==> src/rtl/control_unit.sv <==
// +------------------------------------------------------------------+
// | control_unit: sequencing FSM for the simple bus-based CPU         |
// |   fetch / decode / execute control with combinational outputs     |
// | Revision: 1.0                                                     |
// +------------------------------------------------------------------+
`default_nettype none

module control_unit (
  input  logic       clk,
  input  logic       rst,
  input  logic [7:0] instruction,
  input  logic       zero,
  output logic       load_R0,
  output logic       load_R1,
  output logic       load_R2,
  output logic       load_R3,
  output logic       load_PC,
  output logic       inc_PC,
  output logic       load_IR,
  output logic       load_Add_R,
  output logic       load_Reg_Y,
  output logic       load_Reg_Z,
  output logic [2:0] sel_Bus_1_Mux,
  output logic [1:0] sel_Bus_2_Mux,
  output logic       write
);

  typedef enum logic [3:0] {
    S_IDLE = 4'd0,
    S_FET1 = 4'd1,
    S_FET2 = 4'd2,
    S_DEC  = 4'd3,
    S_EX1  = 4'd4,
    S_RD1  = 4'd5,
    S_RD2  = 4'd6,
    S_WR1  = 4'd7,
    S_WR2  = 4'd8,
    S_BR1  = 4'd9,
    S_BR2  = 4'd10,
    S_HALT = 4'd11
  } state_t;

  localparam logic [3:0] OP_NOP = 4'd0;
  localparam logic [3:0] OP_ADD = 4'd1;
  localparam logic [3:0] OP_SUB = 4'd2;
  localparam logic [3:0] OP_AND = 4'd3;
  localparam logic [3:0] OP_NOT = 4'd4;
  localparam logic [3:0] OP_RD  = 4'd5;
  localparam logic [3:0] OP_WR  = 4'd6;
  localparam logic [3:0] OP_BR  = 4'd7;
  localparam logic [3:0] OP_BRZ = 4'd8;

  localparam logic [2:0] SEL1_PC    = 3'd4;
  localparam logic [1:0] SEL2_ALU   = 2'd0;
  localparam logic [1:0] SEL2_BUS1  = 2'd1;
  localparam logic [1:0] SEL2_MEM   = 2'd2;

  state_t     r_state;
  logic [3:0] w_opcode;
  logic [1:0] w_src;
  logic [1:0] w_dest;
  logic [3:0] w_load_r;

  assign w_opcode = instruction[7:4];
  assign w_src    = instruction[3:2];
  assign w_dest   = instruction[1:0];

  assign load_R0 = w_load_r[0];
  assign load_R1 = w_load_r[1];
  assign load_R2 = w_load_r[2];
  assign load_R3 = w_load_r[3];

  always_ff @(posedge clk or negedge rst) begin
    if (!rst) begin
      r_state <= S_IDLE;
    end else begin
      case (r_state)
        S_IDLE: r_state <= S_FET1;
        S_FET1: r_state <= S_FET2;
        S_FET2: r_state <= S_DEC;
        S_DEC: begin
          case (w_opcode)
            OP_NOP, OP_NOT:         r_state <= S_FET1;
            OP_ADD, OP_SUB, OP_AND: r_state <= S_EX1;
            OP_RD:                  r_state <= S_RD1;
            OP_WR:                  r_state <= S_WR1;
            OP_BR:                  r_state <= S_BR1;
            OP_BRZ:                 r_state <= zero ? S_BR1 : S_FET1;
            default:                r_state <= S_HALT;
          endcase
        end
        S_EX1:  r_state <= S_FET1;
        S_RD1:  r_state <= S_RD2;
        S_RD2:  r_state <= S_FET1;
        S_WR1:  r_state <= S_WR2;
        S_WR2:  r_state <= S_FET1;
        S_BR1:  r_state <= S_BR2;
        S_BR2:  r_state <= S_FET1;
        S_HALT: r_state <= S_HALT;
        default: r_state <= S_HALT;
      endcase
    end
  end

  always_comb begin
    w_load_r      = 4'b0000;
    load_PC       = 1'b0;
    inc_PC        = 1'b0;
    load_IR       = 1'b0;
    load_Add_R    = 1'b0;
    load_Reg_Y    = 1'b0;
    load_Reg_Z    = 1'b0;
    sel_Bus_1_Mux = 3'd0;
    sel_Bus_2_Mux = 2'd0;
    write         = 1'b0;
    case (r_state)
      S_FET1: begin
        sel_Bus_1_Mux = SEL1_PC;
        sel_Bus_2_Mux = SEL2_BUS1;
        load_Add_R    = 1'b1;
      end
      S_FET2: begin
        sel_Bus_2_Mux = SEL2_MEM;
        load_IR       = 1'b1;
        inc_PC        = 1'b1;
      end
      S_DEC: begin
        case (w_opcode)
          OP_ADD, OP_SUB, OP_AND: begin
            sel_Bus_1_Mux = {1'b0, w_src};
            load_Reg_Y    = 1'b1;
          end
          OP_NOT: begin
            sel_Bus_1_Mux    = {1'b0, w_src};
            sel_Bus_2_Mux    = SEL2_ALU;
            load_Reg_Z       = 1'b1;
            w_load_r[w_dest] = 1'b1;
          end
          OP_RD, OP_WR, OP_BR: begin
            sel_Bus_1_Mux = SEL1_PC;
            sel_Bus_2_Mux = SEL2_BUS1;
            load_Add_R    = 1'b1;
          end
          OP_BRZ: begin
            // Not taken: step PC past the inline branch address word
            if (zero) begin
              sel_Bus_1_Mux = SEL1_PC;
              sel_Bus_2_Mux = SEL2_BUS1;
              load_Add_R    = 1'b1;
            end else begin
              inc_PC = 1'b1;
            end
          end
          default: ;
        endcase
      end
      S_EX1: begin
        sel_Bus_1_Mux    = {1'b0, w_dest};
        sel_Bus_2_Mux    = SEL2_ALU;
        load_Reg_Z       = 1'b1;
        w_load_r[w_dest] = 1'b1;
      end
      S_RD1, S_WR1: begin
        sel_Bus_2_Mux = SEL2_MEM;
        load_Add_R    = 1'b1;
        inc_PC        = 1'b1;
      end
      S_RD2: begin
        sel_Bus_2_Mux    = SEL2_MEM;
        w_load_r[w_dest] = 1'b1;
      end
      S_WR2: begin
        sel_Bus_1_Mux = {1'b0, w_src};
        write         = 1'b1;
      end
      S_BR1: begin
        sel_Bus_2_Mux = SEL2_MEM;
        load_Add_R    = 1'b1;
      end
      S_BR2: begin
        sel_Bus_2_Mux = SEL2_MEM;
        load_PC       = 1'b1;
      end
      default: ;
    endcase
  end

endmodule

`default_nettype wire

==> config.mk <==
export PLATFORM = sky130hd
export DESIGN_NAME = control_unit
export DESIGN_NICKNAME = d
export VERILOG_FILES = /design/src/rtl/control_unit.sv
export SDC_FILE = /design/constraint.sdc
export NUM_CORES = 1
export LEC_CHECK = 0
export ABC_AREA = 1
export CORE_AREA = 2 2 39 41
export CTS_BUF_LIST = sky130_fd_sc_hd__clkbuf_8
export DETAILED_ROUTE_END_ITERATION = 10
export DIE_AREA = 0 0 41 43
export DONT_BUFFER_PORTS = 1
export GPL_ROUTABILITY_DRIVEN = 0
export SYNTH_ARGS = -nofsm -noshare
export SYNTH_HDL_FRONTEND = slang
export SYNTH_SLANG_ARGS = --single-unit
==> constraint.sdc <==
create_clock -name clk -period 1.34 [get_ports clk]
set_input_delay 0.268 -clock clk [delete_from_list [all_inputs] [get_ports clk]]
set_output_delay 0.268 -clock clk [all_outputs]
set_load 0.005 [all_outputs]
==> results.md <==
* Outcome: finished, violations left
* Failing checks: setup timing
* CTS root buffer: clkbuf_8
* Commonest cells after routing, fill and taps aside: 25 x nand2_1, 15 x nand3_1, 10 x nor2_1
* Num Clock Sinks at 4
* VDD IR max at 0.462 mV
* Vias after detailed routing at 704
* # H-tree levels at 1
* Row Count at 14
* First-pass DRT Iterations at 4
* Setup violations, final at 14
* Total Nets Final at 129
* Post-DR wirelength/cell at 12.1 um
* Layout cells sized above 1 at 43.1%
* Clock Path Buffers at 2
* DRC at 0
* Syn_area_per_cell at 5.53 um^2
* R2R setup slack at 190 ps
* Final-report hold violation count at 0
* Pins Over Slew Limit at 0
* Most flops, register: r_state
* Pre-CTS setup slack at 22.3 ps
* Largest area contributor in the netlist: nand2_1
* Syn_nets at 114
* CORE AREA at 0.00138 mm^2
* Reg2Reg Depth at 4
* Post-DP HPWL at 1220 um
* Chip height at 43 um
* Largest regs: r_state: 4 flops
* CP Launch Type: register
* Synthesized instance count at 103
* HP Start: instruction[7]
* GRT overflow at 0
* Critical Path AT at 1230 ps
* Fin util at 59.4%
* Synth area leaders: nand2_1 21%, dfrtp_1 18%, nand3_1 16%
* # diodes at 0
* Worst setup EP type: output port
* CTS buffer count at 3
* Critical path's most frequent cell: nor2_4
* Tot GR Track Use at 20.3%
* MaxCap Viol Count at 0
* Cell count of the worst hold path at 3
* Vias in the first global route at 634
* Area Growth Syn to Fin at 44.4%
* Die width at 41 um
* Final period util at 112%
* Crit path max-delay family: flip-flops
* Crit-path max FO at 8
* CP Class: reg -> out
* Total Wirelength at 1600 um
* Yosys top cell area share at 21.1%
* YS warnings at 0
* Initial antenna violation count at 0
* Critical-path cell with the highest stage delay: dfrtp_2
* Flops & latches, synth at 4
* Pwr Total at 416 uW
* Max reg flops at 4
* Fin Setup TNS at -1740 ps
* Mapped cell area at 569 um^2
* Antenna viol nets, final at 0
* Overall die area at 0.00176 mm^2
* Min Hold Slack at 250 ps
* Setup Skew at 2.13 ps
* WP depth at 4
* RSZ-0062 raised after global routing: yes
* CP required at 1070 ps
* Worst hold path endpoint: r_state[2]
* Starting density of the core at 41.1%
* # IOs at 27
* Max incr delay on CP at 450 ps
* Crit path cell chain: nor2_4 -> nand2_8 -> buf_4 -> nor2_4
* First DRT Iteration DRCs at 10
* Largest net degree at the start of global routing at 9
* Worst-Skew Late Latency at 220 ps
* Hold Crit Class: in -> reg
* Leak Pwr at 0.000360 uW
* Global-route wire length before repair at 2470 um
* Port Buffers at 0
* Pwr per Cell Area at 507 mW/mm^2
* Reg2reg start: r_state[3]
* Vias per Instance at 5.33
* Slew @ Worst Pin at 272 ps
* Cell variety after synth at 18
* CP bufs+invs at 1
* Seq/Total Area, Yosys at 17.6%
* Tmin final at 1500 ps
* Max Clock Freq at 666 MHz
* PnR worst setup slack at -161 ps
* Worst r2r dst: r_state[2]
* Commonest non-fill, non-tap cell in the layout: nand2_1
* Slew Limit Headroom at 81.8%
* Clock slew at reported path FFs at 30 ps
* CTS tree: done
==> cell type report <==
| class | instances | area, um^2 |
|---|---|---|
| fillers | 138 | 562 |
| multi-input cells | 85 | 510 |
| flip-flops and latches | 4 | 104 |
| repair buffers | 10 | 81.3 |
| inverters | 14 | 65.1 |
| clock buffers | 3 | 41.3 |
| well taps | 16 | 20.0 |
==> synth_stat cells <==
| cell type | n |
|---|---|
| nand2_1 | 32 |
| nand3_1 | 18 |
| nor2_1 | 13 |
| inv_1 | 8 |
| o21ai_0 | 7 |
| inv_2 | 5 |
| dfrtp_1 | 4 |
| nor2_4 | 4 |
| a21oi_1 | 2 |
| nor2_2 | 2 |
| clkinv_1 | 1 |
| nand2_2 | 1 |
| nand2_4 | 1 |
| nor3_2 | 1 |
| o211ai_1 | 1 |
| o21ai_1 | 1 |
| o22ai_1 | 1 |
| or2_4 | 1 |
==> worst max-delay path by stage <==
stage / startpoint / to / slack [ps]
after floorplan: r_state[1] / sel_Bus_1_Mux[0] / 110
after global placement: r_state[1] / load_Add_R / 2
after global routing: r_state[2] / load_R3 / -220
after CTS: r_state[0] / sel_Bus_1_Mux[1] / -130
final: r_state[3] / load_Reg_Y / -160
after detailed placement: r_state[3] / load_Add_R / 20
==> metal layers <==
layer	wire length [um]	GRT usage, %	up-vias
met2	844	32.5	20
met1	656	23.8	321
li1	-	-	361
met5	0	0	-
met3	76	6.28	2
met4	19	8.00	0
==> what timing repair did <==
action | 4_1_cts | 5_1_grt
hold buffers | 1 | 0
endpoints found under the hold margin | 4 | 0
resized for setup | 22 | 16
endpoints found under the setup margin | 16 | 16
setup buffers | 6 | 0
cloned | 0 | 0
pin swaps | 7 | 3
==> logic make-up after synthesis <==
group / synth area share, %
AOI/OAI and AO/OA: 11.2
DFF: 17.6
and+or+nand+nor: 62.0
buffers and inverters: 9.23
==> metrics by stage <==
step	instance area, um^2	instances
2_1_floorplan	569	103
3_3_place_gp	612	122
3_5_place_dp	612	122
4_1_cts	774	132
5_1_grt	822	132
6_report	822	132
==> worst min-delay path: cells and delay by family <==
family	cells	cell delay (ps)
AO/OA/AOI/OAI	2	130
AND/OR/NAND/NOR	1	20
==> power by group <==
group | leakage (uW) | switching [uW] | internal, uW | total (uW)
logic | 0.000300 | 26.3 | 14.0 | 40.2
registers | 0.0000379 | 0 | 122 | 122
clock network | 0.0000216 | 63.1 | 192 | 255
No activity file was read; power rests on OpenSTA's default activity.
